<file path="src/rtl/bias_add_stage.sv">
// Adds one bias word per output-channel group, lane-wise, to NPE result beats, with optional saturation and ReLU.
// Latency: 1 cycle from an NPE transfer (vld & rdy) to o_dat_vld; one bias fetch (FETCH + WAIT) per group.
// Backpressure: o_npe_rdy is high only in RUN, and drops for at least 2 cycles between groups while the next bias word is fetched.
//
// Ports:
//   i_clk, i_rst_n           clock, asynchronous active-low reset
//   i_calc_en                start pulse (latches config, ignored while busy)
//   i_calculate_end          abort, returns to IDLE on the next cycle
//   i_addr_start_b           bias RAM address of group 0
//   i_part_num               beats per group (0 means 1)
//   i_output_layers          number of groups (0 means 1)
//   i_relu_en, i_sat_en      post-add ReLU / saturation enables
//   i_npe_dat/_vld, o_npe_rdy  NPE beat input handshake
//   o_ram_addr, o_ram_rd_en, i_ram_dat, i_ram_dat_vld  bias RAM read port
//   o_dat, o_dat_vld         registered biased result
//   o_busy, o_done           FSM not idle / end-of-run pulse
module bias_add_stage #(
    parameter int LANES  = 32,
    parameter int DW     = 16,
    parameter int ADDR_W = 8,
    parameter int PART_W = 5
) (
    input  logic                  i_clk,
    input  logic                  i_rst_n,
    input  logic                  i_calc_en,
    input  logic                  i_calculate_end,
    input  logic [ADDR_W-1:0]     i_addr_start_b,
    input  logic [PART_W-1:0]     i_part_num,
    input  logic [7:0]            i_output_layers,
    input  logic                  i_relu_en,
    input  logic                  i_sat_en,
    input  logic [LANES*DW-1:0]   i_npe_dat,
    input  logic                  i_npe_dat_vld,
    output logic                  o_npe_rdy,
    output logic [ADDR_W-1:0]     o_ram_addr,
    output logic                  o_ram_rd_en,
    input  logic [LANES*DW-1:0]   i_ram_dat,
    input  logic                  i_ram_dat_vld,
    output logic [LANES*DW-1:0]   o_dat,
    output logic                  o_dat_vld,
    output logic                  o_busy,
    output logic                  o_done
);

    typedef enum logic [2:0] {
        S_IDLE,
        S_FETCH,
        S_WAIT,
        S_RUN,
        S_DONE
    } state_t;

    state_t               state, state_nxt;
    logic [ADDR_W-1:0]    start_q;
    logic [PART_W-1:0]    part_q;
    logic [PART_W-1:0]    p_q;
    logic [7:0]           layers_q;
    logic [7:0]           g_q;
    logic                 relu_q;
    logic                 sat_q;
    logic [LANES*DW-1:0]  bias_q;
    logic [LANES*DW-1:0]  res;
    logic                 xfer;
    logic                 last_part;
    logic                 last_group;

    assign xfer       = i_npe_dat_vld && o_npe_rdy;
    // part_q / layers_q are stored already forced to at least 1, so these compares never underflow.
    assign last_part  = (p_q == part_q - PART_W'(1));
    assign last_group = (g_q == layers_q - 8'd1);

    assign o_npe_rdy   = (state == S_RUN);
    assign o_ram_rd_en = (state == S_FETCH);
    assign o_busy      = (state != S_IDLE);
    // Address arithmetic wraps naturally at ADDR_W bits.
    assign o_ram_addr  = start_q + ADDR_W'(g_q);

    // Per-lane add in DW+1 bits, then optional saturation and ReLU.
    for (genvar i = 0; i < LANES; i++) begin : g_lane
        logic [DW:0]   sum;
        logic [DW-1:0] sat_v;
        logic [DW-1:0] npe_l;
        logic [DW-1:0] bias_l;

        assign npe_l  = i_npe_dat[i*DW +: DW];
        assign bias_l = bias_q[i*DW +: DW];
        assign sum    = {npe_l[DW-1], npe_l} + {bias_l[DW-1], bias_l};

        always_comb begin
            sat_v = sum[DW-1:0];
            // Overflow shows up as the two top bits disagreeing; the extra top bit is the true sign.
            if (sat_q && (sum[DW] != sum[DW-1])) begin
                sat_v = sum[DW] ? {1'b1, {(DW-1){1'b0}}} : {1'b0, {(DW-1){1'b1}}};
            end
        end

        assign res[i*DW +: DW] = (relu_q && sat_v[DW-1]) ? '0 : sat_v;
    end

    always_comb begin
        state_nxt = state;
        case (state)
            S_IDLE:  if (i_calc_en) state_nxt = S_FETCH;
            S_FETCH: state_nxt = S_WAIT;
            S_WAIT:  if (i_ram_dat_vld) state_nxt = S_RUN;
            S_RUN:   if (xfer && last_part) state_nxt = last_group ? S_DONE : S_FETCH;
            S_DONE:  state_nxt = S_IDLE;
            default: state_nxt = S_IDLE;
        endcase
        // Abort wins over everything, including a simultaneous start.
        if (i_calculate_end) state_nxt = S_IDLE;
    end

    always_ff @(posedge i_clk or negedge i_rst_n) begin
        if (!i_rst_n) begin
            state     <= S_IDLE;
            start_q   <= '0;
            part_q    <= '0;
            layers_q  <= '0;
            relu_q    <= 1'b0;
            sat_q     <= 1'b0;
            p_q       <= '0;
            g_q       <= '0;
            bias_q    <= '0;
            o_dat     <= '0;
            o_dat_vld <= 1'b0;
            o_done    <= 1'b0;
        end else begin
            state     <= state_nxt;
            o_dat_vld <= 1'b0;
            o_done    <= 1'b0;
            if (i_calculate_end) begin
                // A beat accepted in the abort cycle is dropped: o_dat_vld stays low.
                p_q <= '0;
                g_q <= '0;
            end else begin
                case (state)
                    S_IDLE: begin
                        if (i_calc_en) begin
                            start_q  <= i_addr_start_b;
                            part_q   <= (i_part_num == '0) ? PART_W'(1) : i_part_num;
                            layers_q <= (i_output_layers == 8'd0) ? 8'd1 : i_output_layers;
                            relu_q   <= i_relu_en;
                            sat_q    <= i_sat_en;
                            p_q      <= '0;
                            g_q      <= '0;
                        end
                    end
                    S_WAIT: begin
                        if (i_ram_dat_vld) bias_q <= i_ram_dat;
                    end
                    S_RUN: begin
                        if (xfer) begin
                            o_dat     <= res;
                            o_dat_vld <= 1'b1;
                            if (last_part) begin
                                p_q <= '0;
                                if (last_group) o_done <= 1'b1;
                                else            g_q    <= g_q + 8'd1;
                            end else begin
                                p_q <= p_q + PART_W'(1);
                            end
                        end
                    end
                    default: ;
                endcase
            end
        end
    end

endmodule

</file>
<file path="config.mk">
export PLATFORM = sky130hd
export DESIGN_NAME = bias_add_stage
export DESIGN_NICKNAME = d
export VERILOG_FILES = /design/src/rtl/bias_add_stage.sv
export SDC_FILE = /design/constraint.sdc
export NUM_CORES = 2
export LEC_CHECK = 0
export CAP_MARGIN = 20
export CORE_AREA = 10 10 611 613
export CTS_CLUSTER_SIZE = 25
export DETAILED_ROUTE_END_ITERATION = 8
export DIE_AREA = 0 0 621 623
export DONT_BUFFER_PORTS = 1
export PLACE_DENSITY = 0.39
export REMOVE_ABC_BUFFERS = 1
export SLEW_MARGIN = 40
export SYNTH_ARGS = -nofsm -noshare
export SYNTH_HDL_FRONTEND = slang
export SYNTH_SLANG_ARGS = --single-unit
</file>
<file path="constraint.sdc">
create_clock -name i_clk -period 5.4 [get_ports i_clk]
set_clock_uncertainty 0.15 [all_clocks]
set_input_delay 1.08 -clock i_clk [delete_from_list [all_inputs] [get_ports i_clk]]
set_output_delay 1.08 -clock i_clk [all_outputs]
set_load 0.02 [all_outputs]
</file>
==> impl_metrics.py <==
metrics = {
    "run_status": {
        "status": "finished clean",
    },
    "cts": {
        "cts_buffers": 149,
        "cts_sinks": 1065,
        "cts_root_buffer": "clkbuf_16",
        "cts_tree": "yes",
        "worst_skew_pair.late_latency_ps": 850,
        "h-tree-depth": 4,
        "ctsLongestPathBuffers": 4,
        "clk_pin_slew_ps": 60,
        "post_cts_resized": 0,
    },
    "sta": {
        "finalCritPeriodShare_pct": 88.1,
        "worstMarginPinSlew_ps": 857,
        "min_period_ps": 4760,
        "fmax_ghz": 0.210,
        "fin_tns_setup_ps": 0,
        "hold_viol": 0,
        "rsz0062_at_grt": "no",
        "max-slew-margin-rel_pct": 42.9,
        "slew_violations": 0,
        "setup_viol_count_final": 0,
    },
    "pwr": {
        "pwr_density_cell_nw_per_um2": 608,
        "switching_power_w": 0.0216,
        "combPwrFrac_pct": 40.9,
        "vdd_drop_max_mv": 0.253,
        "p_int_w": 0.0254,
        "seq_power_share_pct": 36.7,
        "leakage_nw": 33.5,
        "pwr-share-clk_pct": 22.4,
        "swShare_pct": 46.0,
    },
    "die": {
        "start_util_pct": 18.2,
        "core.rowCount": 221,
        "chipHeight_um": 623,
        "die_x_um": 621,
        "die_area_um2": 387000,
        "boundaryPins": 1578,
        "coreArea_um2": 361000,
    },
    "yosys": {
        "synth_top_flop_cell": "dfrtp_1",
        "synth_top_area_share_pct": 40.6,
        "synth_edf_count": 0,
        "synth_area_leaders": "dfrtp_1, ha_1, mux2_2",
        "seq_area_frac_synth_pct": 40.6,
        "yosysMostFrequentCell": "dfrtp_1",
        "syn_avg_cell_area_um2": 9.64,
        "postSynth.asyncResetShare_pct": 100,
        "syn_area_um2": 65700,
        "netlist_top_cells_count": "dfrtp_1, nor2_1, nand2_1",
        "ys_types": 87,
        "synth_top_cell_by_area": "dfrtp_1",
        "ys_ff_latch": 1065,
        "yosys_warnings": 0,
        "syn_inst": 6816,
    },
    "finish": {
        "fill_cells": 39588,
        "fin_cells": 11824,
        "syn2layout_area_growth_pct": 17.8,
        "nets": 8434,
        "drive_gt1_share_pct": 13.8,
    },
    "drt": {
        "dr.first_iter.drc_count": 3353,
        "ant_nets": 0,
        "viasPerCell": 4.59,
        "wl_um": 349000,
        "drc": 0,
        "firstDrtPassIters": 6,
        "vias": 54252,
        "wl_per_cell_um": 29.6,
    },
    "worst_setup_path": {
        "critPathRequiredTime_ps": 6120,
        "path_cells": "dlygate4sd3_1, buf_16, buf_16, buf_16, buf_16, buf_16, buf_16, buf_16, buf_16, buf_16",
        "cp.arrival_ps": 5480,
        "worstReg2RegEnd": "o_dat[382]",
        "cp_max_fo": 96,
        "cp_common_cell": "buf_16",
        "crit_family": "buffers and inverters",
        "cpPeakStageDelay_ps": 690,
        "r2r-start": "bias_q[368]",
        "path_class": "in -> async",
        "worstSetupEndpointType": "asynchronous set/reset pin",
        "rr_worst_depth": 11,
        "cpMaxStageDelayCell": "dlygate4sd3_1",
        "path_buf_inv": 10,
        "reg2reg_setup_slack_ps": 1430,
        "startpoint_type": "input port",
    },
    "placement": {
        "dp_hpwl_um": 292000,
        "placed_cells": 11464,
        "place_congestion": 0.920,
        "port_buffers": 0,
    },
    "grt": {
        "grt_usage_pct": 17.1,
        "antenna_found_initial": 194,
        "grt_pass1_vias": 53208,
        "grt_pass1_wl_um": 471000,
        "grt-ovfl-total": 0,
        "grt_max_degree": 155,
    },
    "min_path": {
        "hold_class": "in -> reg",
        "hp-start": "i_calculate_end",
        "hold_path_depth": 1,
        "hold_path_end": "state[0]",
    },
    "run": {
        "cap_violations": 0,
    },
}
-- worst max-delay path by stage --
| stage | slack, ps | cells after the start | start | endpoint |
|---|---|---|---|---|
| floorplan | -52770 | 3 | i_ram_dat_vld | bias_q[0] |
| global placement | 410 | 12 | i_npe_dat[432] | o_dat[434] |
| detailed placement | 670 | 8 | i_rst_n | relu_q |
| CTS | 920 | 10 | g_q[0] | o_ram_addr[6] |
| global route | 160 | 10 | i_rst_n | relu_q |
| finish | 640 | 10 | i_rst_n | relu_q |
-- power by group through the flow --
stage	Clock, W	Combinational [W]	Sequential [W]
2_1_floorplan	0	0.0144	0.0144
3_3_place_gp	0	0.0189	0.0177
3_5_place_dp	0	0.0191	0.0177
4_1_cts	0.0109	0.0192	0.0176
5_1_grt	0.0112	0.0215	0.0178
6_report	0.0105	0.0192	0.0173
-- timing repair --
action                                 4_1_cts  5_1_grt
buffers inserted                             0        0
hold buffers                                 2        1
endpoints found under the hold margin      182       45
-- flip-flops by register name, indices dropped and copies added, names as in the netlist --
name and count:
state 3, o_done 1, o_dat 512, g_q 8
part_q 5, sat_q 1, start_q 8, relu_q 1
o_dat_vld 1, p_q 5, bias_q 512, layers_q 8
-- logic make-up (layout without fill, tap and decap cells) --
group / after synthesis / after routing / synth area share [%]
other: 0 / 99 / 0
AO/OA/AOI/OAI: 1871 / 1871 / 17.7
adder cells (fa/ha/maj): 556 / 556 / 11.0
AND/OR/NAND/NOR: 1967 / 1967 / 13.2
buffers and inverters: 357 / 472 / 2.12
flip-flops: 1065 / 1065 / 40.6
XOR/XNOR: 438 / 438 / 5.85
multiplexers: 562 / 562 / 9.58
-- final cells by class --
type	instances	area (µm²)	area share (%)
diodes	99	248	0.320
clock buffers	205	4270	5.52
clock inverters	52	785	1.01
inverters	112	430	0.556
multi-input cells	5394	37800	48.8
flip-flops and latches	1065	26700	34.5
well taps	4794	6000	7.75
repair buffers	103	1220	1.58
-- placed cells by master (no fill, tap or decap), drive strengths merged, types with 48 or more instances in the layout --
cell,synthesis,routed
clkbuf,219,205
a31oi,48,48
xor2,177,177
nor2b,91,91
a211oi,65,65
inv,111,119
nand3,92,92
mux2,536,536
nor3,132,132
diode,0,99
ha,523,523
nand2b,65,65
buf,26,101
o21ai,682,682
nor2,696,696
and2,54,54
o21a,62,62
xnor2,261,261
dfrtp,1065,1065
o21bai,50,50
nand2,680,680
a21oi,447,447
a21o,159,159
-- metrics by stage --
step	power, W	instance area, µm²	util [%]	setup WS (ps)	hold slack, ps
floorplan	0.0288	64700	-	-52770	315
global placement	0.0366	71700	19.8	408	343
detailed placement	0.0368	72000	19.9	674	351
CTS	0.0478	77100	21.3	916	63.7
global route	0.0505	77300	21.4	156	114
finish	0.0470	77400	21.4	645	169
-- per-layer routing --
| layer | routed length [µm] | track usage [%] | vias to the layer above |
|---|---|---|---|
| li1 | - | - | 24656 |
| met1 | 137000 | 19.8 | 27117 |
| met2 | 174000 | 30.4 | 1904 |
| met3 | 27300 | 5.29 | 531 |
| met4 | 11300 | 4.75 | 44 |
| met5 | 296 | 0 | - |
Power figures use the tool's default switching activity.
